$ cat config.mk
export PLATFORM = sky130hd
export DESIGN_NAME = multicycle_alu
export DESIGN_NICKNAME = d
export VERILOG_FILES = /design/src/rtl/multicycle_alu.sv
export SDC_FILE = /design/constraint.sdc
export NUM_CORES = 2
export LEC_CHECK = 0
export BUFFER_PORTS_ARGS = -buffer_cell sky130_fd_sc_hd__buf_2
export CAP_MARGIN = 20
export CORE_UTILIZATION = 30
export CTS_BUF_LIST = sky130_fd_sc_hd__clkbuf_16
export CTS_CLUSTER_DIAMETER = 30
export DETAILED_ROUTE_END_ITERATION = 7
export GPL_TIMING_DRIVEN = 0
export HOLD_SLACK_MARGIN = 0.03
export PLACE_DENSITY_LB_ADDON = 0.25
export SYNTH_ARGS = -nofsm -noshare
export SYNTH_HDL_FRONTEND = slang
export SYNTH_SLANG_ARGS = --single-unit
$ cat constraint.sdc
create_clock -name clk -period 5.8 [get_ports clk]
set_clock_uncertainty 0.15 [all_clocks]
set_input_delay 0.87 -clock clk [delete_from_list [all_inputs] [get_ports clk]]
set_output_delay 0.87 -clock clk [all_outputs]
set_load 0.01 [all_outputs]
$ cat src/rtl/multicycle_alu.sv
// ---------------------------------------------------------------------------
// multicycle_alu
//
// Registered ALU for the multi-cycle MIPS datapath. Single-cycle operations
// (logic, add/sub, compares, shifts) land in result/zero/overflow. Multiply
// and divide run iteratively, one bit per cycle, and land in hi/lo. Every
// operation is launched with start and finishes with a one-cycle done pulse,
// so the control FSM can simply stall on busy.
//
// Ports:
//   clk          rising-edge clock
//   reset        synchronous, active-high reset
//   start        launch an operation (accepted only when idle)
//   a, b         operands; b[SHW-1:0] is the shift amount for shifts
//   alu_control  operation select
//   result       registered result of single-cycle operations
//   zero         result == 0, registered together with result
//   overflow     signed overflow of ADD/SUB
//   hi, lo       multiply upper/lower half, divide remainder/quotient
//   busy         high while a multiply or divide is iterating
//   done         one-cycle pulse when an operation completes
//   div_zero     raised with done when a divide had b == 0
// ---------------------------------------------------------------------------
module multicycle_alu #(
  parameter int WIDTH = 32,
  parameter int SHW   = $clog2(WIDTH)
) (
  input  logic             clk,
  input  logic             reset,
  input  logic             start,
  input  logic [WIDTH-1:0] a,
  input  logic [WIDTH-1:0] b,
  input  logic [3:0]       alu_control,
  output logic [WIDTH-1:0] result,
  output logic             zero,
  output logic             overflow,
  output logic [WIDTH-1:0] hi,
  output logic [WIDTH-1:0] lo,
  output logic             busy,
  output logic             done,
  output logic             div_zero
);

  localparam logic [3:0] OpAnd  = 4'b0000;
  localparam logic [3:0] OpOr   = 4'b0001;
  localparam logic [3:0] OpAdd  = 4'b0010;
  localparam logic [3:0] OpXor  = 4'b0011;
  localparam logic [3:0] OpNor  = 4'b0100;
  localparam logic [3:0] OpSltu = 4'b0101;
  localparam logic [3:0] OpSub  = 4'b0110;
  localparam logic [3:0] OpSlt  = 4'b0111;
  localparam logic [3:0] OpSll  = 4'b1000;
  localparam logic [3:0] OpSrl  = 4'b1001;
  localparam logic [3:0] OpSra  = 4'b1010;

  typedef enum logic [1:0] {IDLE, MUL, DIV, DONE} state_t;

  // What the DONE state has to write back once the operation finishes.
  typedef enum logic [1:0] {KindAlu, KindMul, KindDiv, KindDivZero} kind_t;

  state_t              state_q;
  kind_t               kind_q;
  logic [WIDTH-1:0]    result_q;
  logic                zero_q;
  logic                overflow_q;
  logic [WIDTH-1:0]    hi_q;
  logic [WIDTH-1:0]    lo_q;
  logic                busy_q;
  logic                done_q;
  logic                divZero_q;

  logic [2*WIDTH-1:0]  prod_q;
  logic [WIDTH-1:0]    mcand_q;
  logic [WIDTH-1:0]    rem_q;
  logic [WIDTH-1:0]    quot_q;
  logic [WIDTH-1:0]    dsor_q;
  logic [WIDTH-1:0]    dividend_q;
  logic [SHW-1:0]      cnt_q;
  logic                negLo_q;
  logic                negHi_q;

  logic [WIDTH-1:0]    aluResult_d;
  logic                aluOverflow_d;
  logic [WIDTH-1:0]    addSum;
  logic [WIDTH-1:0]    subDiff;
  logic [SHW-1:0]      shamt;
  logic                signedOp;
  logic [WIDTH-1:0]    aMag;
  logic [WIDTH-1:0]    bMag;
  logic [WIDTH:0]      mulSum_d;
  logic [WIDTH:0]      divShift_d;
  logic [WIDTH:0]      divDiff_d;
  logic [2*WIDTH-1:0]  prodFinal;
  logic [WIDTH-1:0]    quotFinal;
  logic [WIDTH-1:0]    remFinal;

  assign addSum   = a + b;
  assign subDiff  = a - b;
  assign shamt    = b[SHW-1:0];

  // MULT and DIV are the even encodings of the multi-cycle group; both work
  // on operand magnitudes and fix up the signs once the iteration is over.
  assign signedOp = ~alu_control[0];
  assign aMag     = (signedOp && a[WIDTH-1]) ? -a : a;
  assign bMag     = (signedOp && b[WIDTH-1]) ? -b : b;

  // One shift-add step: the low half of prod_q holds the remaining
  // multiplier bits, the high half accumulates; the carry is kept in the
  // extra bit so nothing is lost when the pair shifts right.
  assign mulSum_d   = {1'b0, prod_q[2*WIDTH-1:WIDTH]} +
                      (prod_q[0] ? {1'b0, mcand_q} : {(WIDTH+1){1'b0}});

  // One restoring-divide step: bring down the next dividend bit and try to
  // subtract the divisor; a borrow in the top bit means "restore".
  assign divShift_d = {rem_q, quot_q[WIDTH-1]};
  assign divDiff_d  = divShift_d - {1'b0, dsor_q};

  assign prodFinal  = negLo_q ? -prod_q : prod_q;
  assign quotFinal  = negLo_q ? -quot_q : quot_q;
  assign remFinal   = negHi_q ? -rem_q  : rem_q;

  // Single-cycle datapath. It looks at the live inputs because it is only
  // sampled on the cycle a start is accepted; the multi-cycle encodings and
  // the reserved code fall through to zero with no overflow.
  always_comb begin
    aluResult_d   = '0;
    aluOverflow_d = 1'b0;
    case (alu_control)
      OpAnd:  aluResult_d = a & b;
      OpOr:   aluResult_d = a | b;
      OpXor:  aluResult_d = a ^ b;
      OpNor:  aluResult_d = ~(a | b);
      OpAdd: begin
        aluResult_d   = addSum;
        aluOverflow_d = (a[WIDTH-1] == b[WIDTH-1]) && (addSum[WIDTH-1] != a[WIDTH-1]);
      end
      OpSub: begin
        aluResult_d   = subDiff;
        aluOverflow_d = (a[WIDTH-1] != b[WIDTH-1]) && (subDiff[WIDTH-1] != a[WIDTH-1]);
      end
      OpSlt:  aluResult_d = {{(WIDTH-1){1'b0}}, ($signed(a) < $signed(b))};
      OpSltu: aluResult_d = {{(WIDTH-1){1'b0}}, (a < b)};
      OpSll:  aluResult_d = a << shamt;
      OpSrl:  aluResult_d = a >> shamt;
      OpSra:  aluResult_d = $unsigned($signed(a) >>> shamt);
      default: aluResult_d = '0;
    endcase
  end

  // Control FSM plus all datapath registers. Operands are captured on the
  // accepted start, so later input changes cannot disturb a running op.
  // A start is refused while done is still high, which keeps the cycle of
  // the done pulse free for the controller to react before launching again.
  always_ff @(posedge clk) begin
    if (reset) begin
      state_q    <= IDLE;
      kind_q     <= KindAlu;
      result_q   <= '0;
      zero_q     <= 1'b0;
      overflow_q <= 1'b0;
      hi_q       <= '0;
      lo_q       <= '0;
      busy_q     <= 1'b0;
      done_q     <= 1'b0;
      divZero_q  <= 1'b0;
      prod_q     <= '0;
      mcand_q    <= '0;
      rem_q      <= '0;
      quot_q     <= '0;
      dsor_q     <= '0;
      dividend_q <= '0;
      cnt_q      <= '0;
      negLo_q    <= 1'b0;
      negHi_q    <= 1'b0;
    end else begin
      done_q <= 1'b0;
      case (state_q)
        IDLE: begin
          if (start && !done_q) begin
            divZero_q <= 1'b0;
            cnt_q     <= '0;
            if (alu_control[3:2] != 2'b11) begin
              result_q   <= aluResult_d;
              zero_q     <= (aluResult_d == '0);
              overflow_q <= aluOverflow_d;
              kind_q     <= KindAlu;
              state_q    <= DONE;
            end else if (!alu_control[1]) begin
              prod_q  <= {{WIDTH{1'b0}}, bMag};
              mcand_q <= aMag;
              negLo_q <= signedOp && (a[WIDTH-1] ^ b[WIDTH-1]);
              negHi_q <= 1'b0;
              kind_q  <= KindMul;
              busy_q  <= 1'b1;
              state_q <= MUL;
            end else if (b == '0) begin
              dividend_q <= a;
              kind_q     <= KindDivZero;
              state_q    <= DONE;
            end else begin
              quot_q  <= aMag;
              rem_q   <= '0;
              dsor_q  <= bMag;
              negLo_q <= signedOp && (a[WIDTH-1] ^ b[WIDTH-1]);
              negHi_q <= signedOp && a[WIDTH-1];
              kind_q  <= KindDiv;
              busy_q  <= 1'b1;
              state_q <= DIV;
            end
          end
        end
        MUL: begin
          prod_q <= {mulSum_d, prod_q[WIDTH-1:1]};
          cnt_q  <= cnt_q + SHW'(1);
          if (&cnt_q) begin
            busy_q  <= 1'b0;
            state_q <= DONE;
          end
        end
        DIV: begin
          if (!divDiff_d[WIDTH]) begin
            rem_q  <= divDiff_d[WIDTH-1:0];
            quot_q <= {quot_q[WIDTH-2:0], 1'b1};
          end else begin
            rem_q  <= divShift_d[WIDTH-1:0];
            quot_q <= {quot_q[WIDTH-2:0], 1'b0};
          end
          cnt_q <= cnt_q + SHW'(1);
          if (&cnt_q) begin
            busy_q  <= 1'b0;
            state_q <= DONE;
          end
        end
        DONE: begin
          done_q  <= 1'b1;
          state_q <= IDLE;
          case (kind_q)
            KindMul: begin
              hi_q <= prodFinal[2*WIDTH-1:WIDTH];
              lo_q <= prodFinal[WIDTH-1:0];
            end
            KindDiv: begin
              hi_q <= remFinal;
              lo_q <= quotFinal;
            end
            KindDivZero: begin
              hi_q      <= dividend_q;
              lo_q      <= '1;
              divZero_q <= 1'b1;
            end
            default: ;
          endcase
        end
        default: state_q <= IDLE;
      endcase
    end
  end

  assign result   = result_q;
  assign zero     = zero_q;
  assign overflow = overflow_q;
  assign hi       = hi_q;
  assign lo       = lo_q;
  assign busy     = busy_q;
  assign done     = done_q;
  assign div_zero = divZero_q;

endmodule

==> impl_metrics.yaml <==
grt:
  grt_pass1_wl_um: 235300
  global_route_usage_over_all_layers: 0.3171
  grt.met2_usage: 0.4651
  grt_max_degree: 14
  global_route.peak_usage_layer: "met2"
  first_global_vias: 31990
  antenna_violations_before_repair: 9
  gr-total-overflow: 0
  global_route.usage.met3: 0.07269
  groute.layer.met1.usage: 0.4157
clock_tree:
  cts_inserted_buffers: 84
  cts.reportedPaths.clkPinSlew_ps: 40
  cts.root.buffer_cell: "sky130_fd_sc_hd__clkbuf_16"
  htreeDepth: 3
  holdBufCountCts: 0
  cts_tree: "built"
  cts-root-to-sink-buffers: 3
  clock-sinks: 336
  clkLatencyLatePin_ps: 650
routing:
  drtAntennaViolNets: 0
  via_count: 34420
  wl_per_cell_um: 29.16
  firstDrtPassIters: 5
  drt-total-wl_um: 166600
  route.detailed.vias_per_inst: 6.023
  drtIter0Drc: 4618
  detail_route.drc_violations: 0
placed_design:
  place_area_sq_mm: 0.03256
  port-buffer-count: 169
  gp_congestion: 1.026
  dpl_cells: 5550
  place.detailed.hpwl_um: 133900
timing:
  timing_max_transition_violations_final: 0
  number_of_setup_violations_in_the_final_report: 0
  maxClockFrequency_mhz: 174.0
  finalHoldWorstSlack_ps: 297.1
  period_share: 0.9910
  slew_at_the_pin_with_the_worst_max_slew_slack_ps: 1332
  timing.max_slew.rel_slack: 0.1056
  final.min_clock_period_ps: 5748
  hold_viol: 0
  finalSetupTns_ps: 0
yosys:
  ys_seq_elements: 336
  async_reset_ff_frac: 0
  netlist-cell-type-count: 103
  synth_area_per_cell_sq_um: 7.344
  post_synth_instance_area_sq_mm: 0.03002
  synthesis.nets: 4343
  synth-edff-count: 0
  ys_seq_area_frac: 0.2241
  ys_dominant_reg_cell: "sky130_fd_sc_hd__dfxtp_1"
  syn-instance-count: 4088
  yosys_warnings: 0
power_and_ir_drop:
  p_per_area_mw_per_mm2: 331.2
  power_switching_share: 0.4021
  power.sequential.fraction: 0.228
  vdd_drop_max_v: 0.0002136
  share_clk_of_total_power: 0.411
  power_leakage_nw: 13.93
  power.share.combinational: 0.361
  p_int_w: 0.007054
  power_switching_w: 0.004744
critical_path:
  critical_path_class: "input port to flip-flop"
  timing.critical_path.required_ps: 6210
  worst-path-max-fanout: 10
  critical_path_cell_list: "buf_2 -> clkbuf_1 -> inv_1 -> ha_1 -> buf_2 -> nor2b_1 -> a2111oi_4 -> o41ai_2 -> xnor2_1 -> a221oi_1 -> o221ai_2 -> nor4_2 -> nand3b_1 -> nor4_1 -> and4_1 -> nand4_1 -> o31ai_2"
  crit_start_category: "input port"
  worst_path_largest_cell_delay_ps: 600
  cp_common_cell: "sky130_fd_sc_hd__buf_2"
  arrival_ps: 6160
  timing.critical_path.to_type: "flip-flop"
  crit_path_top_delay_cell: "sky130_fd_sc_hd__clkbuf_1"
hold_path:
  hold_path_class: "flip-flop to flip-flop"
die:
  die_height_um: 318.3
  io-pin-count: 172
  placementRows: 115
  chipWidth_um: 318.3
  die_area_sq_mm: 0.1013
  start_util: 0.3041
  fp.coreArea_sq_mm: 0.09871
finish:
  syn2layout_area_growth_pct: 18.66
  fillCellCount: 10620
  drive_above_1_share: 0.1160
  stdcell_area_sq_mm: 0.03562
  layout.nets: 4606
  multiInputGateArea_sq_mm: 0.02143
  regArea_sq_mm: 0.006726
  core_utilization_of_the_finished_layout: 0.3609
  layoutNonFillerInstCount: 5715
outcome:
  outcome: "finished clean"
run:
  max_cap_viols: 0
## synthesized netlist by cell type, drive strengths merged (52+ instances only)
library cell  count  share of area
a211oi          129          0.032
a21o             52          0.013
a21oi           382          0.064
buf              68          0.014
clkbuf          242          0.030
dfxtp           336           0.22
ha              180          0.075
inv             167          0.021
mux2i            90          0.030
nand2           544          0.068
nand3            53         0.0088
nor2            410          0.051
nor3             67          0.011
o211ai           62          0.016
o21ai           265          0.044
xnor2           200          0.058
## final cells by class
cell class                 count  area share
antenna                        6   0.0004215
buffer                       304     0.03656
clock buffer                  84     0.05901
clock inverter                73     0.02343
inverter                     168     0.01791
multi-input combinational   3274      0.6016
sequential                   336      0.1888
tap                         1287     0.04520
timing repair buffer         183     0.02708
## worst paths after layout
kind,slack (ps),depth (start not counted),to,from
hold / removal,300,2,lo[13],lo[13]
setup reg to reg,620,16,zero,state_q[0]
setup / recovery,50,17,zero,a[4]
hold reg to reg,300,2,lo[13],lo[13]
## state kept, by name, summed over array words and instances (netlist names), 2 cells and up
register	cells
cnt_q	5
dividend_q	32
dsor_q	32
hi	32
kind_q	2
lo	32
mcand_q	32
prod_q	64
quot_q	32
rem_q	32
result	32
state_q	2
## kinds of logic (layout without fill, tap and decap cells)
group           count (synthesis)  count (layout)  share of synthesized area
simple gates                 1368            1368                     0.2054
compound gates               1311            1311                     0.2852
buf+inv                       478             812                    0.06497
flops                         336             336                     0.2241
xor+xnor                      249             249                    0.07264
fa+ha+maj                     184             184                    0.07769
mux                           162             162                    0.07002
other cells                     0               6                          0
## power by group through the flow
stage          Combinational [W]  Clock (W)  Sequential, W
6_report                 0.00426    0.00485        0.00269
4_1_cts                  0.00410    0.00489        0.00268
3_5_place_dp             0.00408          0        0.00272
5_1_grt                  0.00450    0.00503        0.00270
2_1_floorplan            0.00265          0        0.00269
3_3_place_gp             0.00408          0        0.00272
## per-layer routing
layer	share of wire	routed length, um	up-vias
met5	0.00052	87	-
met4	0.073	12120	6
met3	0.096	15920	497
met2	0.41	68710	2056
met1	0.42	69810	16570
li1	-	-	15300
## cells in the final DEF, fill, tap and decap left out, types with 31 or more instances in the layout
master / instances
sky130_fd_sc_hd__nor3_1: 64
sky130_fd_sc_hd__ha_1: 180
sky130_fd_sc_hd__buf_2: 198
sky130_fd_sc_hd__and2_1: 47
sky130_fd_sc_hd__or3_1: 31
sky130_fd_sc_hd__a21oi_1: 382
sky130_fd_sc_hd__a21o_1: 52
sky130_fd_sc_hd__a22oi_1: 47
sky130_fd_sc_hd__nand2_1: 544
sky130_fd_sc_hd__clkbuf_16: 84
sky130_fd_sc_hd__nand2b_1: 40
sky130_fd_sc_hd__a211oi_1: 127
sky130_fd_sc_hd__clkbuf_1: 232
sky130_fd_sc_hd__mux4_2: 32
sky130_fd_sc_hd__mux2_2: 36
sky130_fd_sc_hd__nand3_1: 53
sky130_fd_sc_hd__xnor2_1: 200
sky130_fd_sc_hd__mux2i_1: 89
sky130_fd_sc_hd__inv_1: 173
sky130_fd_sc_hd__o21ai_0: 251
sky130_fd_sc_hd__nor2_1: 409
sky130_fd_sc_hd__o211ai_1: 62
sky130_fd_sc_hd__nor4_1: 32
sky130_fd_sc_hd__o31ai_1: 42
sky130_fd_sc_hd__dfxtp_1: 336
sky130_fd_sc_hd__xor2_1: 49
sky130_fd_sc_hd__o221ai_1: 50
## worst max-delay path, delay by kind of cell
kind	cells	cell delay (ps)
compound gates	5	1530
xor+xnor	1	160
fa+ha+maj	1	390
buf+inv	4	1380
simple gates	6	1800
## per-stage QoR
stage	setup WS [ps]	total power, W
after floorplan	813.4	0.005343
after global placement	-1444	0.006808
after detailed placement	-1391	0.006801
after CTS	27.20	0.01167
after global routing	-0.9703	0.01223
final	52.38	0.01180
## repair_timing
action	CTS	global route
buffers inserted	1	2
setup endpoints to repair	59	8
cloned	0	0
pin swaps	0	1
gates resized for setup	8	13
No activity file was read; power rests on OpenSTA's default activity.
